==> config.mk <==
export PLATFORM = sky130hd
export DESIGN_NAME = bmw_root_ctrl_flat
export DESIGN_NICKNAME = d
export VERILOG_FILES = /design/src/rtl/bmw_pkg.sv /design/src/rtl/bmw_root_ctrl_if.sv /design/src/rtl/bmw_rr_arb2.sv /design/src/rtl/bmw_root_ctrl.sv /design/src/flat_wrapper.sv
export SDC_FILE = /design/constraint.sdc
export NUM_CORES = 1
export LEC_CHECK = 0
export ABC_AREA = 1
export BUFFER_PORTS_ARGS = -buffer_cell sky130_fd_sc_hd__buf_4
export CELL_PAD_IN_SITES_DETAIL_PLACEMENT = 1
export CELL_PAD_IN_SITES_GLOBAL_PLACEMENT = 2
export CORE_MARGIN = 3
export CORE_UTILIZATION = 28
export DETAILED_ROUTE_END_ITERATION = 12
export GPL_ROUTABILITY_DRIVEN = 1
export PLACE_DENSITY = 0.95
export SKIP_CTS_REPAIR_TIMING = 1
export SLEW_MARGIN = 30
export SYNTH_ARGS = -nofsm -noshare
export SYNTH_HDL_FRONTEND = slang
export SYNTH_SLANG_ARGS = --single-unit
==> constraint.sdc <==
create_clock -name i_clk -period 7.3 [get_ports i_clk]
set_clock_uncertainty 0.1 [all_clocks]
set_input_delay 0.365 -clock i_clk [delete_from_list [all_inputs] [get_ports i_clk]]
set_output_delay 0.365 -clock i_clk [all_outputs]
set_load 0.05 [all_outputs]
==> src/rtl/bmw_pkg.sv <==
// +----------------------------------------------------------------------+
// | bmw_pkg : shared types and defaults for the BMW-tree root controller  |
// | Rev 1.0 : initial release                                            |
// +----------------------------------------------------------------------+
`default_nettype none

package bmw_pkg;

   localparam int PTW_DEF = 16;
   localparam int MTW_DEF = 32;

   // Entries keep priority in the LSBs so a plain slice yields the key.
   typedef struct packed {
      logic [MTW_DEF-1:0] meta;
      logic [PTW_DEF-1:0] prio;
   } bmw_entry_t;

   localparam logic [PTW_DEF-1:0] PRIO_EMPTY = '1;

   typedef enum logic [0:0] {
      ST_IDLE = 1'b0,
      ST_WAIT = 1'b1
   } bmw_state_t;

   typedef enum logic [0:0] {
      SRV_POP  = 1'b0,
      SRV_PUSH = 1'b1
   } bmw_side_t;

endpackage

`default_nettype wire

==> src/rtl/bmw_root_ctrl_if.sv <==
// +----------------------------------------------------------------------+
// | bmw_root_ctrl_if : client push/pop streams and root-node strobe bus   |
// | Rev 1.0 : initial release                                            |
// +----------------------------------------------------------------------+
`default_nettype none

interface bmw_root_ctrl_if #(
   parameter int PTW = 16,
   parameter int MTW = 32
);
   localparam int DW = MTW + PTW;

   logic          i_push_valid;
   logic          o_push_ready;
   logic [DW-1:0] i_push_data;
   logic          i_pop_valid;
   logic          o_pop_ready;
   logic          o_pop_valid;
   logic [DW-1:0] o_pop_data;
   logic          o_node_push;
   logic [DW-1:0] o_node_push_data;
   logic          o_node_pop;
   logic [DW-1:0] i_node_pop_data;

   modport master (
      output i_push_valid, i_push_data, i_pop_valid, i_node_pop_data,
      input  o_push_ready, o_pop_ready, o_pop_valid, o_pop_data,
      input  o_node_push, o_node_push_data, o_node_pop
   );

   modport slave (
      input  i_push_valid, i_push_data, i_pop_valid, i_node_pop_data,
      output o_push_ready, o_pop_ready, o_pop_valid, o_pop_data,
      output o_node_push, o_node_push_data, o_node_pop
   );
endinterface

`default_nettype wire

==> src/rtl/bmw_rr_arb2.sv <==
// +----------------------------------------------------------------------+
// | bmw_rr_arb2 : two-way round-robin grant (pop vs push)                 |
// | Rev 1.0 : initial release                                            |
// +----------------------------------------------------------------------+
`default_nettype none

module bmw_rr_arb2
   import bmw_pkg::*;
(
   input  wire  i_clk,
   input  wire  i_arst_n,
   input  wire  i_en,
   input  wire  i_req_pop,
   input  wire  i_req_push,
   output logic o_gnt_pop,
   output logic o_gnt_push
);

   bmw_side_t r_last;
   logic      w_gnt_pop;
   logic      w_gnt_push;

   // On contention the side that was not served last wins.
   always_comb begin
      w_gnt_pop  = i_en & i_req_pop & (~i_req_push | (r_last == SRV_PUSH));
      w_gnt_push = i_en & i_req_push & ~w_gnt_pop;
   end

   always_ff @(posedge i_clk or negedge i_arst_n) begin
      if (!i_arst_n) begin
         r_last <= SRV_PUSH;
      end else if (w_gnt_pop) begin
         r_last <= SRV_POP;
      end else if (w_gnt_push) begin
         r_last <= SRV_PUSH;
      end
   end

   assign o_gnt_pop  = w_gnt_pop;
   assign o_gnt_push = w_gnt_push;

endmodule

`default_nettype wire

==> src/rtl/bmw_root_ctrl.sv <==
// +----------------------------------------------------------------------+
// | bmw_root_ctrl : command stage for the 4-way BMW-tree root node        |
// | Optional stats counters: define BMW_ROOT_CTRL_STATS_EN               |
// | Rev 1.0 : initial release                                            |
// +----------------------------------------------------------------------+
`default_nettype none

module bmw_root_ctrl
   import bmw_pkg::*;
#(
   parameter int PTW = PTW_DEF,
   parameter int MTW = MTW_DEF,
   parameter int CAP = 1020,
   parameter int OCW = 11,
   parameter int GAP = 1
)(
   input  wire              i_clk,
   input  wire              i_arst_n,
   bmw_root_ctrl_if.slave   bus,
   output logic [OCW-1:0]   o_count,
   output logic             o_empty,
   output logic             o_full
`ifdef BMW_ROOT_CTRL_STATS_EN
   ,
   output logic [31:0]      o_stat_push,
   output logic [31:0]      o_stat_pop,
   output logic [15:0]      o_stat_drop
`endif
);

   localparam int             DW    = MTW + PTW;
   localparam logic [2:0]     c_GAP = 3'(GAP);
   localparam logic [OCW-1:0] c_CAP = OCW'(CAP);

   bmw_state_t     r_state;
   bmw_state_t     w_state_nxt;
   logic [2:0]     r_gap;
   logic [2:0]     w_gap_nxt;
   logic [OCW-1:0] r_count;
   logic           r_node_push;
   logic [DW-1:0]  r_node_push_data;
   logic           r_node_pop;
   logic           r_pop_valid;
   logic [DW-1:0]  r_pop_data;

   logic w_idle;
   logic w_pop_ok;
   logic w_push_ok;
   logic w_gnt_pop;
   logic w_gnt_push;
   logic w_sentinel;
   logic w_do_push;

   assign o_count    = r_count;
   assign o_empty    = (r_count == '0);
   assign o_full     = (r_count == c_CAP);
   assign w_idle     = (r_state == ST_IDLE);
   assign w_pop_ok   = bus.i_pop_valid & ~o_empty;
   assign w_push_ok  = bus.i_push_valid & ~o_full;
   assign w_sentinel = &bus.i_push_data[PTW-1:0];
   // A sentinel push completes its handshake but never reaches the node.
   assign w_do_push  = w_gnt_push & ~w_sentinel;

   bmw_rr_arb2 u_arb (
      .i_clk      (i_clk),
      .i_arst_n   (i_arst_n),
      .i_en       (w_idle),
      .i_req_pop  (w_pop_ok),
      .i_req_push (w_push_ok),
      .o_gnt_pop  (w_gnt_pop),
      .o_gnt_push (w_gnt_push)
   );

   always_ff @(posedge i_clk or negedge i_arst_n) begin
      if (!i_arst_n) begin
         r_state <= ST_IDLE;
         r_gap   <= '0;
      end else begin
         r_state <= w_state_nxt;
         r_gap   <= w_gap_nxt;
      end
   end

   always_comb begin
      w_state_nxt = r_state;
      w_gap_nxt   = r_gap;
      case (r_state)
         ST_IDLE: begin
            if (w_gnt_pop | w_gnt_push) begin
               w_state_nxt = ST_WAIT;
               w_gap_nxt   = c_GAP;
            end
         end
         ST_WAIT: begin
            if (r_gap <= 3'd1) begin
               w_state_nxt = ST_IDLE;
            end else begin
               w_gap_nxt = r_gap - 3'd1;
            end
         end
         default: w_state_nxt = ST_IDLE;
      endcase
   end

   // The popped value is captured on the handshake edge; the node pop
   // strobe follows one cycle later so the node advances after capture.
   always_ff @(posedge i_clk or negedge i_arst_n) begin
      if (!i_arst_n) begin
         r_count          <= '0;
         r_node_push      <= 1'b0;
         r_node_push_data <= '0;
         r_node_pop       <= 1'b0;
         r_pop_valid      <= 1'b0;
         r_pop_data       <= '0;
      end else begin
         r_node_push <= w_do_push;
         r_node_pop  <= w_gnt_pop;
         r_pop_valid <= w_gnt_pop;
         if (w_do_push) begin
            r_node_push_data <= bus.i_push_data;
            r_count          <= r_count + 1'b1;
         end else if (w_gnt_pop) begin
            r_count <= r_count - 1'b1;
         end
         if (w_gnt_pop) begin
            r_pop_data <= bus.i_node_pop_data;
         end
      end
   end

   assign bus.o_push_ready     = w_gnt_push;
   assign bus.o_pop_ready      = w_gnt_pop;
   assign bus.o_pop_valid      = r_pop_valid;
   assign bus.o_pop_data       = r_pop_data;
   assign bus.o_node_push      = r_node_push;
   assign bus.o_node_push_data = r_node_push_data;
   assign bus.o_node_pop       = r_node_pop;

`ifdef BMW_ROOT_CTRL_STATS_EN
   logic [31:0] r_stat_push;
   logic [31:0] r_stat_pop;
   logic [15:0] r_stat_drop;

   always_ff @(posedge i_clk or negedge i_arst_n) begin
      if (!i_arst_n) begin
         r_stat_push <= '0;
         r_stat_pop  <= '0;
         r_stat_drop <= '0;
      end else begin
         if (w_do_push && (r_stat_push != '1)) r_stat_push <= r_stat_push + 1'b1;
         if (w_gnt_pop && (r_stat_pop != '1))  r_stat_pop  <= r_stat_pop + 1'b1;
         if (w_gnt_push && w_sentinel && (r_stat_drop != '1)) r_stat_drop <= r_stat_drop + 1'b1;
      end
   end

   assign o_stat_push = r_stat_push;
   assign o_stat_pop  = r_stat_pop;
   assign o_stat_drop = r_stat_drop;
`endif

endmodule

`default_nettype wire

==> src/flat_wrapper.sv <==
// flat-port wrapper written by rule: the top's interface ports become plain ports
module bmw_root_ctrl_flat import bmw_pkg::*;
#(
   parameter int PTW = PTW_DEF,
   parameter int MTW = MTW_DEF,
   parameter int CAP = 1020,
   parameter int OCW = 11,
   parameter int GAP = 1
)
  (i_clk, i_arst_n, o_count, o_empty, o_full, bus_i_push_valid, bus_i_push_data, bus_i_pop_valid, bus_i_node_pop_data, bus_o_push_ready, bus_o_pop_ready, bus_o_pop_valid, bus_o_pop_data, bus_o_node_push, bus_o_node_push_data, bus_o_node_pop);
  bmw_root_ctrl_if #(.PTW(PTW), .MTW(MTW)) bus_i ();
  input  wire i_clk;
  input  wire i_arst_n;
  output logic [OCW-1:0] o_count;
  output logic o_empty;
  output logic o_full;
  input wire logic [$bits(bus_i.i_push_valid)-1:0] bus_i_push_valid;
  input wire logic [$bits(bus_i.i_push_data)-1:0] bus_i_push_data;
  input wire logic [$bits(bus_i.i_pop_valid)-1:0] bus_i_pop_valid;
  input wire logic [$bits(bus_i.i_node_pop_data)-1:0] bus_i_node_pop_data;
  output wire logic [$bits(bus_i.o_push_ready)-1:0] bus_o_push_ready;
  output wire logic [$bits(bus_i.o_pop_ready)-1:0] bus_o_pop_ready;
  output wire logic [$bits(bus_i.o_pop_valid)-1:0] bus_o_pop_valid;
  output wire logic [$bits(bus_i.o_pop_data)-1:0] bus_o_pop_data;
  output wire logic [$bits(bus_i.o_node_push)-1:0] bus_o_node_push;
  output wire logic [$bits(bus_i.o_node_push_data)-1:0] bus_o_node_push_data;
  output wire logic [$bits(bus_i.o_node_pop)-1:0] bus_o_node_pop;
  assign bus_i.i_push_valid = bus_i_push_valid;
  assign bus_i.i_push_data = bus_i_push_data;
  assign bus_i.i_pop_valid = bus_i_pop_valid;
  assign bus_i.i_node_pop_data = bus_i_node_pop_data;
  assign bus_o_push_ready = bus_i.o_push_ready;
  assign bus_o_pop_ready = bus_i.o_pop_ready;
  assign bus_o_pop_valid = bus_i.o_pop_valid;
  assign bus_o_pop_data = bus_i.o_pop_data;
  assign bus_o_node_push = bus_i.o_node_push;
  assign bus_o_node_push_data = bus_i.o_node_push_data;
  assign bus_o_node_pop = bus_i.o_node_pop;
  bmw_root_ctrl #(.PTW(PTW), .MTW(MTW), .CAP(CAP), .OCW(OCW), .GAP(GAP)) u_core (.i_clk(i_clk), .i_arst_n(i_arst_n), .bus(bus_i), .o_count(o_count), .o_empty(o_empty), .o_full(o_full));
endmodule
[Word level (Yosys, flattened, before mapping)]
Index checks and enable logic that the tools add are counted.
Storage, ports and cells
  logic and storage cells: 45
  bits in registers: 114
  output and inout port bits: 114
  input bits: 100
Operators by class
  reductions and logical operators: 5
  eq/ne operators: 3
  multiplexer cells: 10
  $lt $le $gt $ge: 1
  $add $sub $neg: 3
  bitwise logic cells: 15
Operators with widths (count)
  2-to-1 mux 11 bit: 2
  AND reduction 16 bit: 1
  adder 11 x 1 -> 11 bit, second input constant: 1
  equality test 11 x 10 -> 1 bit, second input constant: 1
  zero test 11 bit: 1
  subtractor 11 x 1 -> 11 bit, second input constant: 1
  bitwise AND 1 bit: 7
  2-to-1 mux 3 bit: 2
  inverter 1 bit: 6
  case mux 3 bit (2 select lines): 1
  2-to-1 mux 1 bit: 4
  nonzero test 2 bit: 2
  less-or-equal comparator 3 x 1 -> 1 bit, second input constant: 1
  subtractor 3 x 1 -> 3 bit, second input constant: 1
  inequality test 2 x 1 -> 1 bit, second input constant: 1
  inequality test 2 bit, second input constant: 1
  OR 1 bit: 2
  case mux 1 bit (2 select lines): 1
  AND reduction 2 bit: 1

[Longest topological paths before layout]
Gate-level depths: netlist (run 1).
  depth after elaboration: 11
  gate-level depth with buffers: 19
  gate-level depth less buffers: 18

[Cells and area by module]
From an unflattened synthesis (run 1), not the netlist that was laid out.
Second synthesis, totals
  cell total of the unflattened synthesis: 609
  area, all modules: 5029.8 µm²
Modules (own cells, without submodules)
  bmw_root_ctrl: area each 4956.0 µm², instances 1, sequential area each 2827.7 µm², cells an instance 597
  bmw_rr_arb2: area each 73.8 µm², instances 1, sequential area each 26.3 µm², cells an instance 12

[Least setup slack after synthesis (run 1)]
OpenSTA, ideal clock, no wires.
  kind: flip-flop to flip-flop
  from: register u_core.r_count[0], in the netlist u_core.o_count[0]
  to: register u_core.r_count[10], in the netlist u_core.o_count[10]
  cell stages (with the launch flop): 16
  required time: 7.081 ns
  clock period less this slack: 2.944 ns
  slack: 4.356 ns
  buffers on the path: 1
  arrival: 2.725 ns
  setup time: 0.119 ns
  cell sequence: dfrtp_1 -> nor2_1 -> nand2_1 -> nor2_1 -> a21oi_2 -> nand2_4 -> nand3_4 -> buf_2 -> ha_1 -> a21oi_1 -> nand2_1 -> nand2_1 -> nand3_1 -> or2_2 -> nand3_1 -> nand2_1
On the way
  word-level cells in the longest chain between the ends: 10
  elaborated cells on any way between the ends: 19
  classes of those cells: add/sub (2); eq/ne (1); mux (2); bitwise (12); reduce/logical (2)
Ends and longest elaborated chain
  from (decl): RTL line bmw_root_ctrl.sv:39  | logic [OCW-1:0] r_count;
  from (signal assigned): RTL line bmw_root_ctrl.sv:121  | r_count <= r_count + 1'b1;
  from (signal assigned): RTL line bmw_root_ctrl.sv:123  | r_count <= r_count - 1'b1;
  equality test 11 x 10 -> 1 bit: RTL line bmw_root_ctrl.sv:56  | assign o_full = (r_count == c_CAP);
  inverter 1 bit: RTL line bmw_root_ctrl.sv:59  | assign w_push_ok = bus.i_push_valid & ~o_full;
  bitwise AND 1 bit: RTL line bmw_root_ctrl.sv:59
  inverter 1 bit: RTL line bmw_rr_arb2.sv:25  | w_gnt_pop = i_en & i_req_pop & (~i_req_push | (r_last == SRV_PUSH));
  OR 1 bit: RTL line bmw_rr_arb2.sv:25
  bitwise AND 1 bit: RTL line bmw_rr_arb2.sv:25
  inverter 1 bit: RTL line bmw_rr_arb2.sv:26  | w_gnt_push = i_en & i_req_push & ~w_gnt_pop;
  bitwise AND 1 bit: RTL line bmw_rr_arb2.sv:26
  bitwise AND 1 bit: RTL line bmw_root_ctrl.sv:62  | assign w_do_push = w_gnt_push & ~w_sentinel;
  2-to-1 mux 11 bit or nonzero test 2 bit (tied branches)
Parallel ways exist; a longest one is shown, timed or not. The select of a mux whose other input is x is not followed.
A chain may end at the register's enable or synchronous reset.

[Final worst setup path (run 1)]
Ends and elaborated chain as after synthesis.

==> key figures, run 1 <==
Outcome
  – Outcome: finished, final reports clean

Detailed routing
  – Starting DRC count in detailed routing: 170
  – Final wirelength: 15300 um
  – Number of design rule violations left after detail routing: 0
  – Number of search-and-repair iterations in the first detailed-routing pass: 4
  – Average vias per placed instance: 4.37
  – Via count: 4601
  – WL/cell: 14.5 um
  – Remaining antenna violation count after routing: 0

Final layout
  – Multi-input gate area: 0.00190 mm^2
  – Share of layout cells above drive strength 1: 30.9%
  – Nets: 928
  – Antenna diode count: 0
  – Fill cell total of the finished layout: 2111
  – Area grow syn2layout: 48.1%
  – Sequential cell area: 0.00285 mm^2

Clocking
  – Worst-skew pair later-pin latency: 0.40 ns
  – Master cell of the clock root buffer: clkbuf_16
  – Clock Pin Slew Worst Setup and Hold Paths: 0.06 ns
  – Clk sinks: 114
  – Clock buffer count from CTS: 17
  – Number of buffers between clock root and the deepest sink: 2
  – Clock tree from TritonCTS: yes
  – Depth of the CTS H-tree: 4

Global routing
  – Initial antenna violation count: 0
  – Overall routing resource usage: 16.0%
  – Wire length of the first global-routing pass: 25000 um
  – Global route overflow: 0
  – Maximum number of pins on one net before global-route repair: 63
  – Number of global-route vias before repair: 4789

Critical path
  – Total number of cells along the worst setup path: 14
  – Critical path startpoint category: flip-flop
  – Register-to-register setup slack: 3.42 ns
  – Largest fanout on the critical path: 62
  – Worst setup path startpoint: u_core.o_count[0]
  – Cell-by-cell trace of the critical path: nor2_1, nand2_1, nor2_1, a21oi_2, nand2_4, nand3_4, ha_1, a21oi_1, nand2_1, nand2_1, nand3_1, or2_2, nand3_1, nand2_1
  – Cell repeated most along the worst path: nand2_1
  – Crit path arrival time: 4.08 ns
  – Type of element capturing the critical path: flip-flop
  – Critical path required time: 7.50 ns
  – Startpoint of the most critical register-to-register path: u_core.o_count[0]
  – Crit Path Category: reg2reg
  – Reg2reg path depth: 14
  – Critical Path Max Stage Delay: 0.71 ns
  – Buf+Inv Stages, Crit Path: 0
  – Largest delay share family, worst path: simple AND/OR/NAND/NOR gates
  – Max stage delay cell, worst path: nand3_4

Timing
  – Timing-limited maximum frequency: 258 MHz
  – Pin slew with the least headroom to its limit: 0.823 ns
  – Max_slew headroom: 45.1%
  – Pins Over Slew Limit: 0
  – Fin crit period: 3.88 ns
  – Final setup TNS: 0 ns
  – Hold Slack: 0.0483 ns
  – Endpoints failing hold: 0
  – Number of failing setup endpoints in the final timing report: 0
  – Final worst slack: 3.42 ns
  – Final period util: 53.2%
  – Setup repair after global routing missed its margin: no

Job
  – Max-capacitance violation count: 0

Place
  – Final weighted congestion in routability-driven placement: 0.857
  – Setup slack at placement: 3.30 ns
  – Port Buffers: 213
  – Post-detail-place hpwl: 11100 um

Synth
  – Warnings, synthesis: 0
  – Syn Area/Cell: 8.26 um^2
  – Gate count of the mapped netlist: 603
  – Sequential fraction of the synthesis area: 57.3%
  – Synth area leaders: dfrtp_1, nand2_1, ha_1
  – Post-Syn Area: 0.00498 mm^2
  – Count of distinct cell types in the synthesized netlist: 31
  – Synth top area share: 56.8%
  – Number of nets produced by synthesis: 715
  – Top cell type by total area after synthesis: dfrtp_1
  – Flop and latch count out of synthesis: 114

Power and ir drop
  – Final Total Pwr: 4430 uW
  – Pwr dens: 601 mW/mm^2
  – Leakage power summed over all cells: 0.00414 uW
  – Max IR drop VDD: 0.240 mV

Floorplanning
  – Floorplan die height: 139 um
  – Starting utilization of the core area: 28.7%
  – Width of the die: 139 um
  – Standard-cell row count: 48
  – Core ar.: 0.0174 mm^2
  – I/O pin cnt: 214
  – Full die area: 0.0194 mm^2

Min path
  – Worst hold path depth: 3
  – Worst hold-check path type: in2reg
  – Origin of the worst min-delay path: bus_i_push_data[30]
-- cell type report --
cell class	instances	area share (%)
multi-input cells	438	25.8
flip-flops and latches	114	38.7
clock buffers	21	6.38
clock inverters	10	1.80
inverters	29	1.48
well taps	225	3.82
repair buffers	216	22.0
-- logic make-up (layout without fill, tap and decap cells) --
| family | after synthesis | after routing | share of synthesized area, % |
|---|---|---|---|
| AND/OR/NAND/NOR | 394 | 394 | 31.0 |
| XOR/XNOR | 6 | 6 | 1.06 |
| adder cells (fa/ha/maj) | 12 | 12 | 3.17 |
| buffers and inverters | 51 | 276 | 4.47 |
| AO/OA/AOI/OAI | 25 | 25 | 2.79 |
| multiplexers | 1 | 1 | 0.201 |
| flip-flops | 114 | 114 | 57.3 |
-- layout by cell type, fill, tap and decap left out, types with 4 or more instances in the layout --
master,netlist,layout
buf_4,5,215
dfrtp_1,113,113
nor2_1,18,18
ha_1,11,11
clkinv_2,0,4
xor2_1,4,4
clkbuf_16,0,17
nand3_1,9,9
nand2_1,353,353
nand4_1,4,4
o21ai_0,12,12
a21oi_1,8,8
inv_1,26,26
-- through the flow --
step / cell area [um^2] / std cells / util (%)
after floorplan: 4980 / 603 / -
after global placement: 6760 / 1021 / 38.9
after detailed placement: 6760 / 1021 / 38.9
after CTS: 7360 / 1052 / 42.4
after global routing: 7370 / 1053 / 42.5
final: 7370 / 1053 / 42.5
-- sequential cells by signal (all words and copies together) (netlist names) --
name,count
u_core.bus.o_node_push_data,48
u_core.bus.o_pop_data,48
u_core.o_count,11
u_core.r_gap,3
u_core.bus.o_node_pop,1
u_core.bus.o_node_push,1
u_core.r_state,1
u_core.u_arb.r_last,1
-- worst paths after layout --
path,endpoint
min,u_core.bus.o_node_push_data[30]
min reg2reg,u_core.bus.o_pop_data[8]
max,u_core.o_count[10]
min in group asynchronous,u_core.bus.o_pop_data[46]
max in group asynchronous,u_core.bus.o_node_push_data[26]
max reg2reg,u_core.o_count[10]
-- cells in the mapped netlist --
cell / instances
nand3_4: 1
a31oi_1: 1
inv_2: 3
buf_2: 10
nand2_2: 1
inv_1: 26
a21oi_2: 1
or2_2: 2
mux2i_1: 1
fa_1: 1
nor4_1: 1
nand3_1: 9
nand2_4: 1
o2111ai_1: 1
ha_1: 11
a21o_1: 1
xor2_1: 4
dfrtp_1: 113
clkbuf_1: 7
xnor2_1: 2
o21ai_0: 12
o21bai_1: 1
nand2_1: 353
nand3_2: 1
buf_4: 5
a21oi_1: 8
or2_1: 1
nor2_1: 18
nor3_1: 2
nand4_1: 4
dfstp_2: 1
-- per-layer routing --
metal	share of wire, %	vias to the layer above	wire length (um)	track usage, %
met5	0	-	0	0
met4	1.6	0	242	5.10
met3	6.2	16	948	4.88
met2	50	114	7650	26.9
met1	42	2198	6460	19.6
li1	-	2273	-	-
-- worst register-to-register path, cell delays in order (launching register included) --
cell and delay, ns:
dfrtp_1 0.47, nor2_1 0.16, nand2_1 0.08, nor2_1 0.12, a21oi_2 0.09, nand2_4 0.46
nand3_4 0.74, ha_1 0.64, a21oi_1 0.23, nand2_1 0.10, nand2_1 0.06, nand3_1 0.08
or2_2 0.31, nand3_1 0.09, nand2_1 0.05
-- report_power, final --
group,leakage (uW),switching (uW),internal [uW]
Combinational,0.00244,1740,708
Sequential,0.00142,202,933
Clock,0.000291,287,559
Total,0.00414,2230,2200
(Power assumes the default switching activity.)
==> run 2, diff against run 1 <==
Settings changed: CORE_UTILIZATION 28 to 26, PLACE_DENSITY 0.95 to 0.9.
Clock period 7.3 ns to 3.6 ns, I/O delays scaled along.
==> run 2 against run 1 <==
  * The flow now finishes with violations (negative hold slack)
  * Sequential share of layout area decreased by 4.6 points
  * Power rose by 110%
  * Worst setup slack got worse by 2.8 ns
  * Non-clock buffer count up 97
  * Count of clock-buffer cells in the layout is 3 lower
  * First-iteration DRC count increased by 27%
  * Critical endpoint is now bus_o_pop_ready
  * Design area up 14%
  * Register-to-register slack got worse by 2.6 ns
==> key figures, run 2 (synthesized netlist as in run 1, its figures left out) <==
Final layout
  – Final Non-Filler Cells: 1155 (+9.7%)
  – Nets: 1025 (+10%)
  – Share of layout cells above drive strength 1: 28.1% (-2.8 points)
  – Commonest non-fill, non-tap cell in the layout: nand2_1
  – Final std cell area, no fill: 0.00838 mm^2 (+14%)
  – Most frequent cells in the layout: nand2_1, buf_4, dfrtp_1
  – Antenna diode count: 0 (unchanged)
  – Area grow syn2layout: 68.3%

Critical path
  – Reg2reg path depth: 15 (+1)
  – Worst r2r dst: u_core.o_count[10]
  – Crit path arrival time: 2.73 ns (-1.35 ns)
  – Crit Path Category: reg2out
  – Startpoint of the most critical register-to-register path: u_core.o_count[0]
  – Largest fanout on the critical path: 54 (-13%)
  – Register-to-register setup slack: 0.82 ns (-2.60 ns)
  – Critical path startpoint category: flip-flop
  – Type of element capturing the critical path: output pin
  – Critical path required time: 3.32 ns (-4.18 ns)

Clocking
  – Number of buffers between clock root and the deepest sink: 2 (unchanged)
  – Clock tree from TritonCTS: yes
  – Clock buffer count from CTS: 17 (unchanged)
  – Master cell of the clock root buffer: clkbuf_16
  – Depth of the CTS H-tree: 4 (unchanged)
  – Worst-skew pair later-pin latency: 0.40 ns (about the same)
  – Clk sinks: 114 (unchanged)
  – Clock Pin Slew Worst Setup and Hold Paths: 0.06 ns (about the same)

Global routing
  – Overall routing resource usage: 15.5% (-0.49 points)
  – Maximum number of pins on one net before global-route repair: 74 (+17%)
  – Wire length of the first global-routing pass: 25300 um (+1.3%)
  – Global route overflow: 0 (unchanged)
  – Initial antenna violation count: 0 (unchanged)
  – Number of global-route vias before repair: 4972 (+3.8%)

Detailed routing
  – Remaining antenna violation count after routing: 0 (unchanged)
  – Number of search-and-repair iterations in the first detailed-routing pass: 4 (unchanged)
  – WL/cell: 15.6 um (+7.4%)
  – Via count: 5054 (+9.8%)
  – Average vias per placed instance: 4.38 (+0.15%)
  – Final wirelength: 18000 um (+18%)
  – Number of design rule violations left after detail routing: 0 (unchanged)
  – Starting DRC count in detailed routing: 216 (+27%)

Floorplanning
  – Floorplan die height: 144 um (+3.6%)
  – Width of the die: 144 um (+3.6%)
  – Starting utilization of the core area: 27.1% (-1.6 points)
  – Core ar.: 0.0184 mm^2 (+6.0%)
  – Full die area: 0.0208 mm^2 (+7.3%)
  – Standard-cell row count: 49 (+2.1%)
  – I/O pin cnt: 214 (unchanged)

Outcome
  – Outcome: finished, violations left
  – Failing checks: negative hold slack

Timing
  – Timing-limited maximum frequency: 332 MHz
  – Final period util: 83.6%
  – Max_slew headroom: 42.7% (-2.5 points)
  – Endpoints failing hold: 1 (+1)
  – Setup repair after global routing missed its margin: no
  – Fin crit period: 3.01 ns
  – Number of failing setup endpoints in the final timing report: 0 (unchanged)
  – Hold Slack: -0.00378 ns (-0.0520 ns)
  – Final setup TNS: 0 ns (unchanged)
  – Pins Over Slew Limit: 0 (unchanged)
  – Pin slew with the least headroom to its limit: 0.860 ns (+0.0369 ns)

Power and ir drop
  – Final Total Pwr: 9200 uW (+110%)
  – Pwr dens: 1100 mW/mm^2 (+83%)
  – Leakage power summed over all cells: 0.00455 uW (+9.9%)
  – Max IR drop VDD: 0.442 mV (+84%)

Place
  – Placed Instance Area: 0.00680 mm^2 (+0.54%)
  – Port Buffers: 213 (unchanged)
  – Placed Cells incl. Taps: 1027 (+0.59%)
  – Post-detail-place hpwl: 11400 um (+2.6%)
  – Final weighted congestion in routability-driven placement: 0.770 (-10%)

Min path
  – Worst hold-check path type: in2reg
  – Worst hold path depth: 3 (unchanged)
  – Origin of the worst min-delay path: bus_i_push_data[2]
  – Endpoint, Worst Hold: u_core.bus.o_node_push_data[2]

Job
  – Max-capacitance violation count: 0 (unchanged)
## run 2: cell count changes in the layout (fill, tap and decap cells not counted), sizes merged
cell	change
dlygate4sd3	+95
clkinv	+1
clkinvlp	+1
clkbuf	-3
buf	+2
inv	+2
## run 2: report_power, final
part           internal (uW)  leakage (uW)  switching (uW)
Combinational           1510       0.00285            3630
Clock                   1120      0.000289             650
Sequential              1890       0.00142             408
## run 2: area by class of cell
| type | instances | area, um^2 |
|---|---|---|
| Fill cell | 2189 | 10000 |
| Sequential cell | 114 | 2850 |
| Timing Repair Buffer | 313 | 2610 |
| Multi-Input combinational cell | 438 | 1900 |
| Clock buffer | 18 | 439 |
| Tap cell | 229 | 287 |
| Clock inverter | 14 | 181 |
| Inverter | 29 | 109 |
## run 2: per-layer routing
metal / vias up / track usage (%) / part of all wire [%]
met5: - / 0 / 0
met4: 0 / 4.37 / 1.2
met3: 19 / 5.92 / 5.5
met2: 117 / 27.0 / 54
met1: 2451 / 17.7 / 39
li1: 2467 / - / -
## run 2: stage by stage
stage          setup slack [ns]  util [%]  hold WS [ns]
3_5_place_dp              0.812      37.0         0.183
4_1_cts                   0.462      40.3        -0.259
3_3_place_gp              0.865      36.9         0.274
2_1_floorplan             0.656         -        -0.216
6_report                  0.592      45.6      -0.00378
5_1_grt                   0.315      45.6       0.00927
## run 2: worst max-delay path by stage
stage                                   from                               to  slack [ns]  cells past startpoint
after floorplan            u_core.o_count[0]               u_core.o_count[10]        0.66                     15
final                      u_core.o_count[0]                  bus_o_pop_ready        0.59                     10
after detailed placement   u_core.o_count[0]  u_core.bus.o_node_push_data[40]        0.81                     11
after global routing       u_core.o_count[0]                  bus_o_pop_ready        0.31                     10
after global placement    u_core.o_count[10]               u_core.o_count[10]        0.87                     14
after CTS                 u_core.o_count[10]                  bus_o_pop_ready        0.46                      9
## run 2: critical path, stage by stage, from the launching register on
cell	delay, ns
dfrtp_1	0.47
inv_2	0.10
nand2_1	0.05
nor2_1	0.11
nand3_2	0.09
nand3_1	0.12
nand2_4	0.07
buf_4	0.30
inv_1	0.22
buf_4	0.46
buf_4	0.30
==> run 3, diff against run 2 <==
Settings changed: CORE_UTILIZATION 26 to 23, PLACE_DENSITY 0.9 to 0.85.
Clock period 3.6 ns to 2.6 ns, I/O delays scaled along.
==> run 3 against run 2 <==
  * The flow now finishes without violations
  * Flip-flop and latch count stayed put
  * Count of clock-buffer cells in the layout stayed put
  * Non-clock buffer count is 35 higher
  * Core utilization is 3.3 points lower
  * Via count is 3.5% higher
  * Critical path depth is 7 higher
  * Worst hold slack better by 0.13 ns
  * First-iteration DRC count is 37% lower
  * Cell count is 7.0% higher
  * Global-route usage is 1.4 points lower
==> key figures, run 3 (synthesized netlist as in run 1, its figures left out) <==
Floorplanning
  – Core ar.: 0.0212 mm^2 (+15%)
  – Floorplan die height: 153 um (+6.1%)
  – I/O pin cnt: 214 (unchanged)
  – Width of the die: 153 um (+6.1%)
  – Standard-cell row count: 53 (+8.2%)
  – Full die area: 0.0234 mm^2 (+12%)
  – Starting utilization of the core area: 23.5% (-3.5 points)

Final layout
  – Nets: 1060 (+3.4%)
  – Share of layout cells above drive strength 1: 35.2% (+7.1 points)
  – Commonest non-fill, non-tap cell in the layout: nand2_1
  – Most frequent cells in the layout: nand2_1, buf_4, dfrtp_1
  – Antenna diode count: 0 (unchanged)
  – Sequential cell area: 0.00287 mm^2 (+0.48%)
  – Fill cell total of the finished layout: 2465 (+13%)
  – Final std cell area, no fill: 0.00894 mm^2 (+6.7%)
  – Multi-input gate area: 0.00211 mm^2 (+11%)
  – Area grow syn2layout: 79.6%
  – Core Util, Final: 42.3% (-3.3 points)

Detailed routing
  – Via count: 5230 (+3.5%)
  – Starting DRC count in detailed routing: 137 (-37%)
  – Average vias per placed instance: 4.23 (-3.3%)
  – WL/cell: 14.9 um (-4.2%)
  – Final wirelength: 18500 um (+2.5%)
  – Number of search-and-repair iterations in the first detailed-routing pass: 4 (unchanged)
  – Remaining antenna violation count after routing: 0 (unchanged)
  – Number of design rule violations left after detail routing: 0 (unchanged)

Critical path
  – Critical Path Max Stage Delay: 0.41 ns (-0.06 ns)
  – Largest fanout on the critical path: 5 (-91%)
  – Largest delay share family, worst path: simple AND/OR/NAND/NOR gates
  – Buf+Inv Stages, Crit Path: 1 (-4)
  – Crit path arrival time: 2.77 ns (+0.04 ns)
  – Critical path startpoint category: flip-flop
  – Cell-by-cell trace of the critical path: or2_1, nor2_1, a21oi_2, nand2_4, nand3_4, buf_12, ha_4, nand2_4, nand2_1, nand2_1, nand2_2, nand2_2, nand3_2, or2_4, nand2_2, nand2_1, nand2_1
  – Type of element capturing the critical path: flip-flop
  – Cell repeated most along the worst path: nand2_1
  – Critical path required time: 2.84 ns (-0.48 ns)
  – Crit Path Category: reg2reg
  – Max stage delay cell, worst path: dfrtp_2

Place
  – Port Buffers: 213 (unchanged)
  – Final weighted congestion in routability-driven placement: 0.777 (+0.90%)
  – Placed Instance Area: 0.00710 mm^2 (+4.5%)
  – Post-detail-place hpwl: 12100 um (+5.9%)

Clocking
  – Worst-skew pair later-pin latency: 0.40 ns (about the same)
  – Clock buffer count from CTS: 17 (unchanged)
  – Clk sinks: 114 (unchanged)
  – Number of buffers between clock root and the deepest sink: 2 (unchanged)
  – Master cell of the clock root buffer: clkbuf_16
  – Depth of the CTS H-tree: 4 (unchanged)
  – Clock tree from TritonCTS: yes
  – Clock Pin Slew Worst Setup and Hold Paths: 0.06 ns (about the same)

Power and ir drop
  – Max IR drop VDD: 0.791 mV (+79%)
  – Pwr dens: 1500 mW/mm^2 (+36%)
  – Leakage power summed over all cells: 0.00475 uW (+4.2%)
  – Final Total Pwr: 13400 uW (+45%)

Timing
  – Endpoints failing hold: 0 (-1)
  – Max_slew headroom: 66.8% (+24 points)
  – Final period util: 97.0%
  – Setup repair after global routing missed its margin: yes
  – Pin slew with the least headroom to its limit: 0.498 ns (-0.361 ns)
  – Fin crit period: 2.52 ns
  – Final setup TNS: 0 ns (unchanged)
  – Number of failing setup endpoints in the final timing report: 0 (unchanged)
  – Timing-limited maximum frequency: 397 MHz
  – Pins Over Slew Limit: 0 (unchanged)

Global routing
  – Maximum number of pins on one net before global-route repair: 70 (-5.4%)
  – Wire length of the first global-routing pass: 26400 um (+4.5%)
  – Global route overflow: 0 (unchanged)
  – Overall routing resource usage: 14.0% (-1.4 points)
  – Number of global-route vias before repair: 4911 (-1.2%)
  – Initial antenna violation count: 0 (unchanged)

Min path
  – Worst hold-check path type: in2async

Outcome
  – Outcome: finished, final reports clean

Job
  – Max-capacitance violation count: 0 (unchanged)
[run 3: final cells by class]
cell class | count | share of cell area [%]
inverters | 29 | 1.26
clock buffers | 18 | 4.91
clock inverters | 14 | 1.46
repair buffers | 348 | 32.8
multi-input cells | 438 | 23.6
well taps | 275 | 3.85
flip-flops and latches | 114 | 32.1
[run 3: worst paths after layout]
kind | from | endpoint | slack [ns] | cells after the start
hold / removal | i_arst_n | u_core.bus.o_pop_data[43] | 0.13 | 2
setup / recovery | u_core.o_count[9] | u_core.o_count[10] | 0.08 | 17
setup reg to reg | u_core.o_count[9] | u_core.o_count[10] | 0.08 | 17
hold reg to reg | u_core.bus.o_pop_data[2] | u_core.bus.o_pop_data[2] | 0.38 | 2
max in group asynchronous | i_arst_n | u_core.bus.o_node_push_data[27] | 1.53 | 3
min in group i_clk | bus_i_push_valid | u_core.u_arb.r_last | 0.15 | 6
[run 3: through the flow]
stage                     instances  setup WS (ns)  hold slack, ns
after floorplan                 603         0.0128          -0.266
after global placement         1088        -0.0301          0.0189
after detailed placement       1088        -0.0864          0.0210
after CTS                      1120         -0.377          -0.421
after global routing           1236        -0.0505           0.164
final                          1236         0.0785           0.129
[run 3: power breakdown]
part	internal (uW)	leakage (uW)	total, uW	switching, uW
combinational	2650	0.00307	7980	5330
sequential	2630	0.00140	3150	518
clock	1350	0.000277	2250	903
[run 3: per-layer routing]
layer	global-route usage [%]	up-vias	routed length, um
li1	-	2546	-
met1	17.0	2537	7450
met2	23.7	117	9610
met3	4.70	30	982
met4	4.45	0	427
met5	0	-	0
[run 3: worst reg2reg max path: stages, from the launching register on]
cell	delay, ns
dfrtp_2	0.41
or2_1	0.25
nor2_1	0.12
a21oi_2	0.08
nand2_4	0.08
nand3_4	0.12
buf_12	0.17
ha_4	0.27
nand2_4	0.06
nand2_1	0.05
nand2_1	0.07
nand2_2	0.06
nand2_2	0.07
nand3_2	0.10
or2_4	0.27
nand2_2	0.06
nand2_1	0.05
nand2_1	0.05
